`src/rtl/hazard_ctrl.sv`:
```
// Purpose: stall/flush/forward control for the 5-stage pipeline, with a data-memory wait FSM and timeout watchdog.
// Latency: forwarding and stall/flush are combinational from the current inputs and state; hz_state/timeout_err are registered.
// Backpressure: a pending memory access (mem_req_M && !mem_ready_M) freezes F..M until mem_ready_M; HAZARD_PERF_CNT_EN adds perf counters.
module hazard_ctrl #(
    parameter int REG_ADDR_WIDTH = 5,
    parameter int MEM_WAIT_MAX   = 15,
    parameter int WAIT_CNT_WIDTH = 4
) (
    input  logic                      clk,
    input  logic                      rst_n,
    input  logic [REG_ADDR_WIDTH-1:0] Rs1D,
    input  logic [REG_ADDR_WIDTH-1:0] Rs2D,
    input  logic [REG_ADDR_WIDTH-1:0] Rs1E,
    input  logic [REG_ADDR_WIDTH-1:0] Rs2E,
    input  logic [REG_ADDR_WIDTH-1:0] RdE,
    input  logic [REG_ADDR_WIDTH-1:0] RdM,
    input  logic [REG_ADDR_WIDTH-1:0] RdW,
    input  logic [1:0]                ResultSrcE,
    input  logic                      RegWriteM,
    input  logic                      RegWriteW,
    input  logic                      PCSrcE,
    input  logic                      mem_req_M,
    input  logic                      mem_ready_M,
    output logic                      StallF,
    output logic                      StallD,
    output logic                      StallE,
    output logic                      StallM,
    output logic                      FlushD,
    output logic                      FlushE,
    output logic                      FlushW,
    output logic [1:0]                ForwardAE,
    output logic [1:0]                ForwardBE,
    output logic [1:0]                hz_state,
    output logic                      timeout_err,
    output logic [31:0]               stall_cycles,
    output logic [31:0]               flush_count
);

    typedef enum logic [1:0] {
        ST_RUN      = 2'd0,
        ST_MEM_WAIT = 2'd1,
        ST_ERROR    = 2'd3
    } hz_state_e;

    localparam logic [WAIT_CNT_WIDTH-1:0] WAIT_LIMIT = WAIT_CNT_WIDTH'(MEM_WAIT_MAX);

    hz_state_e                 state_q, state_d;
    logic [WAIT_CNT_WIDTH-1:0] wait_cnt_q, wait_cnt_d;
    logic                      timeout_err_q, timeout_err_d;
    logic                      load_use;
    logic                      mem_stall;

    // Forwarding: M beats W, and x0 is never a forwarding source.
    always_comb begin
        ForwardAE = 2'b00;
        if (RegWriteM && (RdM != '0) && (RdM == Rs1E)) begin
            ForwardAE = 2'b10;
        end else if (RegWriteW && (RdW != '0) && (RdW == Rs1E)) begin
            ForwardAE = 2'b01;
        end
    end

    always_comb begin
        ForwardBE = 2'b00;
        if (RegWriteM && (RdM != '0) && (RdM == Rs2E)) begin
            ForwardBE = 2'b10;
        end else if (RegWriteW && (RdW != '0) && (RdW == Rs2E)) begin
            ForwardBE = 2'b01;
        end
    end

    assign load_use  = (ResultSrcE == 2'b01) && (RdE != '0) &&
                       ((RdE == Rs1D) || (RdE == Rs2D));
    assign mem_stall = mem_req_M && !mem_ready_M;

    always_ff @(posedge clk or negedge rst_n) begin
        if (!rst_n) begin
            state_q       <= ST_RUN;
            wait_cnt_q    <= '0;
            timeout_err_q <= 1'b0;
        end else begin
            state_q       <= state_d;
            wait_cnt_q    <= wait_cnt_d;
            timeout_err_q <= timeout_err_d;
        end
    end

    always_comb begin
        state_d       = state_q;
        wait_cnt_d    = wait_cnt_q;
        timeout_err_d = timeout_err_q;
        StallF        = 1'b0;
        StallD        = 1'b0;
        StallE        = 1'b0;
        StallM        = 1'b0;
        FlushD        = 1'b0;
        FlushE        = 1'b0;
        FlushW        = 1'b0;

        case (state_q)
            ST_RUN: begin
                if (mem_stall) begin
                    StallF     = 1'b1;
                    StallD     = 1'b1;
                    StallE     = 1'b1;
                    StallM     = 1'b1;
                    FlushW     = 1'b1;
                    state_d    = ST_MEM_WAIT;
                    wait_cnt_d = WAIT_CNT_WIDTH'(1);
                end else if (PCSrcE) begin
                    // The load-use victim sits in D and is being flushed anyway.
                    FlushD = 1'b1;
                    FlushE = 1'b1;
                end else if (load_use) begin
                    StallF = 1'b1;
                    StallD = 1'b1;
                    FlushE = 1'b1;
                end
            end

            ST_MEM_WAIT: begin
                // E is frozen, so a taken branch there is picked up after exit.
                StallF = 1'b1;
                StallD = 1'b1;
                StallE = 1'b1;
                StallM = 1'b1;
                FlushW = 1'b1;
                if (mem_ready_M) begin
                    state_d    = ST_RUN;
                    wait_cnt_d = '0;
                end else if (wait_cnt_q == WAIT_LIMIT) begin
                    state_d       = ST_ERROR;
                    timeout_err_d = 1'b1;
                end else if (wait_cnt_q != '1) begin
                    wait_cnt_d = wait_cnt_q + WAIT_CNT_WIDTH'(1);
                end
            end

            ST_ERROR: begin
                StallF        = 1'b1;
                StallD        = 1'b1;
                StallE        = 1'b1;
                StallM        = 1'b1;
                FlushW        = 1'b1;
                timeout_err_d = 1'b1;
            end

            default: begin
                state_d    = ST_RUN;
                wait_cnt_d = '0;
            end
        endcase
    end

    assign hz_state    = state_q;
    assign timeout_err = timeout_err_q;

`ifdef HAZARD_PERF_CNT_EN
    logic [31:0] stall_cycles_q, stall_cycles_d;
    logic [31:0] flush_count_q, flush_count_d;

    always_comb begin
        stall_cycles_d = stall_cycles_q;
        flush_count_d  = flush_count_q;
        if (StallF) begin
            stall_cycles_d = stall_cycles_q + 32'd1;
        end
        if (FlushD || FlushE) begin
            flush_count_d = flush_count_q + 32'd1;
        end
    end

    always_ff @(posedge clk or negedge rst_n) begin
        if (!rst_n) begin
            stall_cycles_q <= '0;
            flush_count_q  <= '0;
        end else begin
            stall_cycles_q <= stall_cycles_d;
            flush_count_q  <= flush_count_d;
        end
    end

    assign stall_cycles = stall_cycles_q;
    assign flush_count  = flush_count_q;
`else
    assign stall_cycles = 32'd0;
    assign flush_count  = 32'd0;
`endif

endmodule

```
`config.mk`:
```
export PLATFORM = sky130hd
export DESIGN_NAME = hazard_ctrl
export DESIGN_NICKNAME = d
export VERILOG_FILES = /design/src/rtl/hazard_ctrl.sv
export SDC_FILE = /design/constraint.sdc
export NUM_CORES = 1
export LEC_CHECK = 0
export BUFFER_PORTS_ARGS = -buffer_cell sky130_fd_sc_hd__buf_2
export CORE_UTILIZATION = 40
export CTS_CLUSTER_SIZE = 28
export DETAILED_ROUTE_END_ITERATION = 10
export PLACE_DENSITY = 0.92
export SETUP_SLACK_MARGIN = 0.02
export SYNTH_ARGS = -nofsm -noshare
export SYNTH_HDL_FRONTEND = slang
export SYNTH_SLANG_ARGS = --single-unit
```
`constraint.sdc`:
```
create_clock -name clk -period 4 [get_ports clk]
set_input_delay 0.4 -clock clk [delete_from_list [all_inputs] [get_ports clk]]
set_output_delay 0.4 -clock clk [all_outputs]
set_load 0.02 [all_outputs]
```
==> results.yml <==
floorplan:
  die_area_mm2: 0.00350
  rows: 20
  ios: 122
  core-area_mm2: 0.00308
  die_w_um: 59.1
  die_h_um: 59.1
  start_util: 0.424
setup_path:
  ff2ff_path_depth: 5
  ff2ff_setup_slack_ns: 2.50
  r2r-start: "wait_cnt_q[0]"
  r2r_end: "timeout_err"
  critPathKind: "primary input to primary output"
  critPathMaxFanout: 3
  cp-start-kind: "primary input"
  crit_required_ns: 3.60
  critPathCaptureType: "primary output"
  arrival_ns: 1.78
synth:
  synth_edf_count: 0
  synthTopCellsByCount: "67 x buf_4, 24 x xor2_1, 8 x nor2_1, 7 x dfrtp_1"
  syn_inst: 164
  synth_most_common_cell: "buf_4"
  ys_warn_count: 0
  ys_ff_latch: 7
  syn_area_mm2: 0.00131
  yosys.area.top_type: "buf_4"
  synth_cell_types: 34
  syn_avg_cell_area_um2: 7.96
  ys_top_cells_by_area: "buf_4 39%, xor2_1 16%, dfrtp_1 13%, xnor2_1 4.0%, a21oi_1 2.3%"
  netlist.area_leader.share: 0.385
  ys_async_sr_fraction: 1.00
  seq_area_frac_synth: 0.134
  ys.flop_type: "dfrtp_1"
worst_hold_path:
  hp-class: "primary input to flop"
  whs_endpoint: "hz_state[0]"
  hp-start: "mem_ready_M"
  whs_path_depth: 2
placed_design:
  dp_hpwl_um: 2310
  gp_congestion: 0.737
  numPortBuffers: 57
  dp_slack_ns: 1.82
  dp_cells: 260
  place_area_mm2: 0.00138
outcome:
  status: "completed"
global_route:
  globalRouteMet1Util: 0.131
  grt-ovfl-total: 0
  grt_usage: 0.142
  use_met2: 0.304
  antenna_found_initial: 0
  grt_max_degree: 10
  grt_pass1_wl_um: 3800
  grt_pass1_vias: 951
  gr-max-usage-layer: "met2"
  met3_usage: 0.0153
sta:
  period_needed_ns: 2.18
  period_share: 0.544
  maxSlewViolCount: 0
  hold_viol: 0
  rsz0062_at_grt: "false"
  setup_slack_ns: 1.82
  fin_tns_setup_ns: 0
  setup_viol: 0
  skew_ns: 0.00447
  max_freq_mhz: 459
cts:
  clock_latency_ns: 0.25
  clk_pin_slew_worst_paths_ns: 0.05
  cts-root-buf: "clkbuf_4"
  htreeDepth: 1
  cts_tree: "yes"
  cts.sinks: 7
  cts_made_buffers: 3
  clock_path_buffers: 2
final_layout:
  drive_gt1_frac: 0.299
  synthToLayoutAreaGrowth_pct: 8.15
  final_area_mm2: 0.00141
  layout.cells.non_filler: 265
  fin_nets: 267
  diodes: 0
routing:
  routedWlPerCell_um: 9.74
  via_count: 1078
  drcViolationCount: 0
  drt-total-wl_um: 2580
  ant_nets: 0
  first_pass_iters: 5
  via_per_inst: 4.07
  drtIter0Drc: 27
power_and_ir_drop:
  leakage_nw: 0.776
  total_power_mw: 0.300
  vdd_drop_max_mv: 0.162
  power_density_mw_per_mm2: 212
run:
  maxCapViolations: 0
cell usage in the layout (no fill, tap or decap), types with 2 or more instances in the layout:
master    netlist  routed
nor2_1          8       8
nand3_1         4       4
a21oi_1         6       6
o21a_1          2       2
inv_1           2       2
xnor2_1         6       6
or4_1           4       4
dfrtp_1         7       7
nor3_1          3       3
or2_2           2       2
nor4_2          2       2
xor2_1         24      24
o21bai_1        2       2
nor4_1          2       2
clkbuf_4        0       3
buf_2           0      57
nand2_1         5       5
conb_1          1      64
through the flow:
step           hold WS [ns]  utilization
2_1_floorplan         0.104            -
3_3_place_gp          0.235        0.447
3_5_place_dp          0.241        0.447
4_1_cts               0.377        0.459
5_1_grt               0.394        0.459
6_report              0.387        0.459
power by group:
part	switching, mW	total [mW]	internal, mW
registers	0.00531	0.0809	0.0756
logic	0.108	0.156	0.0485
clock network	0.0246	0.0625	0.0380
total	0.138	0.300	0.162
sequential cells by signal, indices dropped and copies added (netlist names):
signal / flops
hz_state: 2
timeout_err: 1
wait_cnt_q: 4
timing repair:
| action | 4_1_cts | 5_1_grt |
|---|---|---|
| hold endpoints to repair | 7 | 0 |
| gates resized for setup | 0 | 0 |
| hold buffers | 1 | 0 |
| buffers inserted | 0 | 0 |
cell type report:
type	count	area, um^2
clock buffers	4	26.3
fillers	326	1670
inverters	2	7.51
multi-input cells	150	852
flip-flops and latches	7	175
well taps	44	55.1
repair buffers	58	295
critical path, stage by stage:
cell,delay (ns)
buf_2,0.12
or4_1,0.53
o21ai_2,0.14
nor4_1,0.09
nor4_2,0.27
buf_2,0.20
logic make-up (layout without fill, tap and decap cells):
logic type / count (synthesis) / after routing / synth area share
flops: 7 / 7 / 0.134
buf+inv: 70 / 64 / 0.394
xor+xnor: 30 / 30 / 0.201
compound gates: 19 / 19 / 0.0997
simple gates: 36 / 36 / 0.158
other cells: 1 / 64 / 0.00287
fa+ha+maj: 1 / 1 / 0.00959
layer usage:
| metal | part of all wire | vias up |
|---|---|---|
| li1 | - | 531 |
| met1 | 0.34 | 480 |
| met2 | 0.57 | 65 |
| met3 | 0.083 | 2 |
| met4 | 0.0074 | 0 |
| met5 | 0 | - |
how the worst max path moves through the flow:
stage | from | endpoint | slack (ns) | cells past startpoint
2_1_floorplan | RdM[3] | ForwardAE[0] | 1.85 | 4
3_3_place_gp | RdM[3] | ForwardBE[0] | 1.90 | 6
3_5_place_dp | RdM[3] | ForwardAE[0] | 1.82 | 6
4_1_cts | RdM[3] | ForwardAE[0] | 1.82 | 6
5_1_grt | RdM[3] | ForwardAE[0] | 1.76 | 6
6_report | RdM[3] | ForwardAE[0] | 1.82 | 6
(Power assumes the default switching activity.)
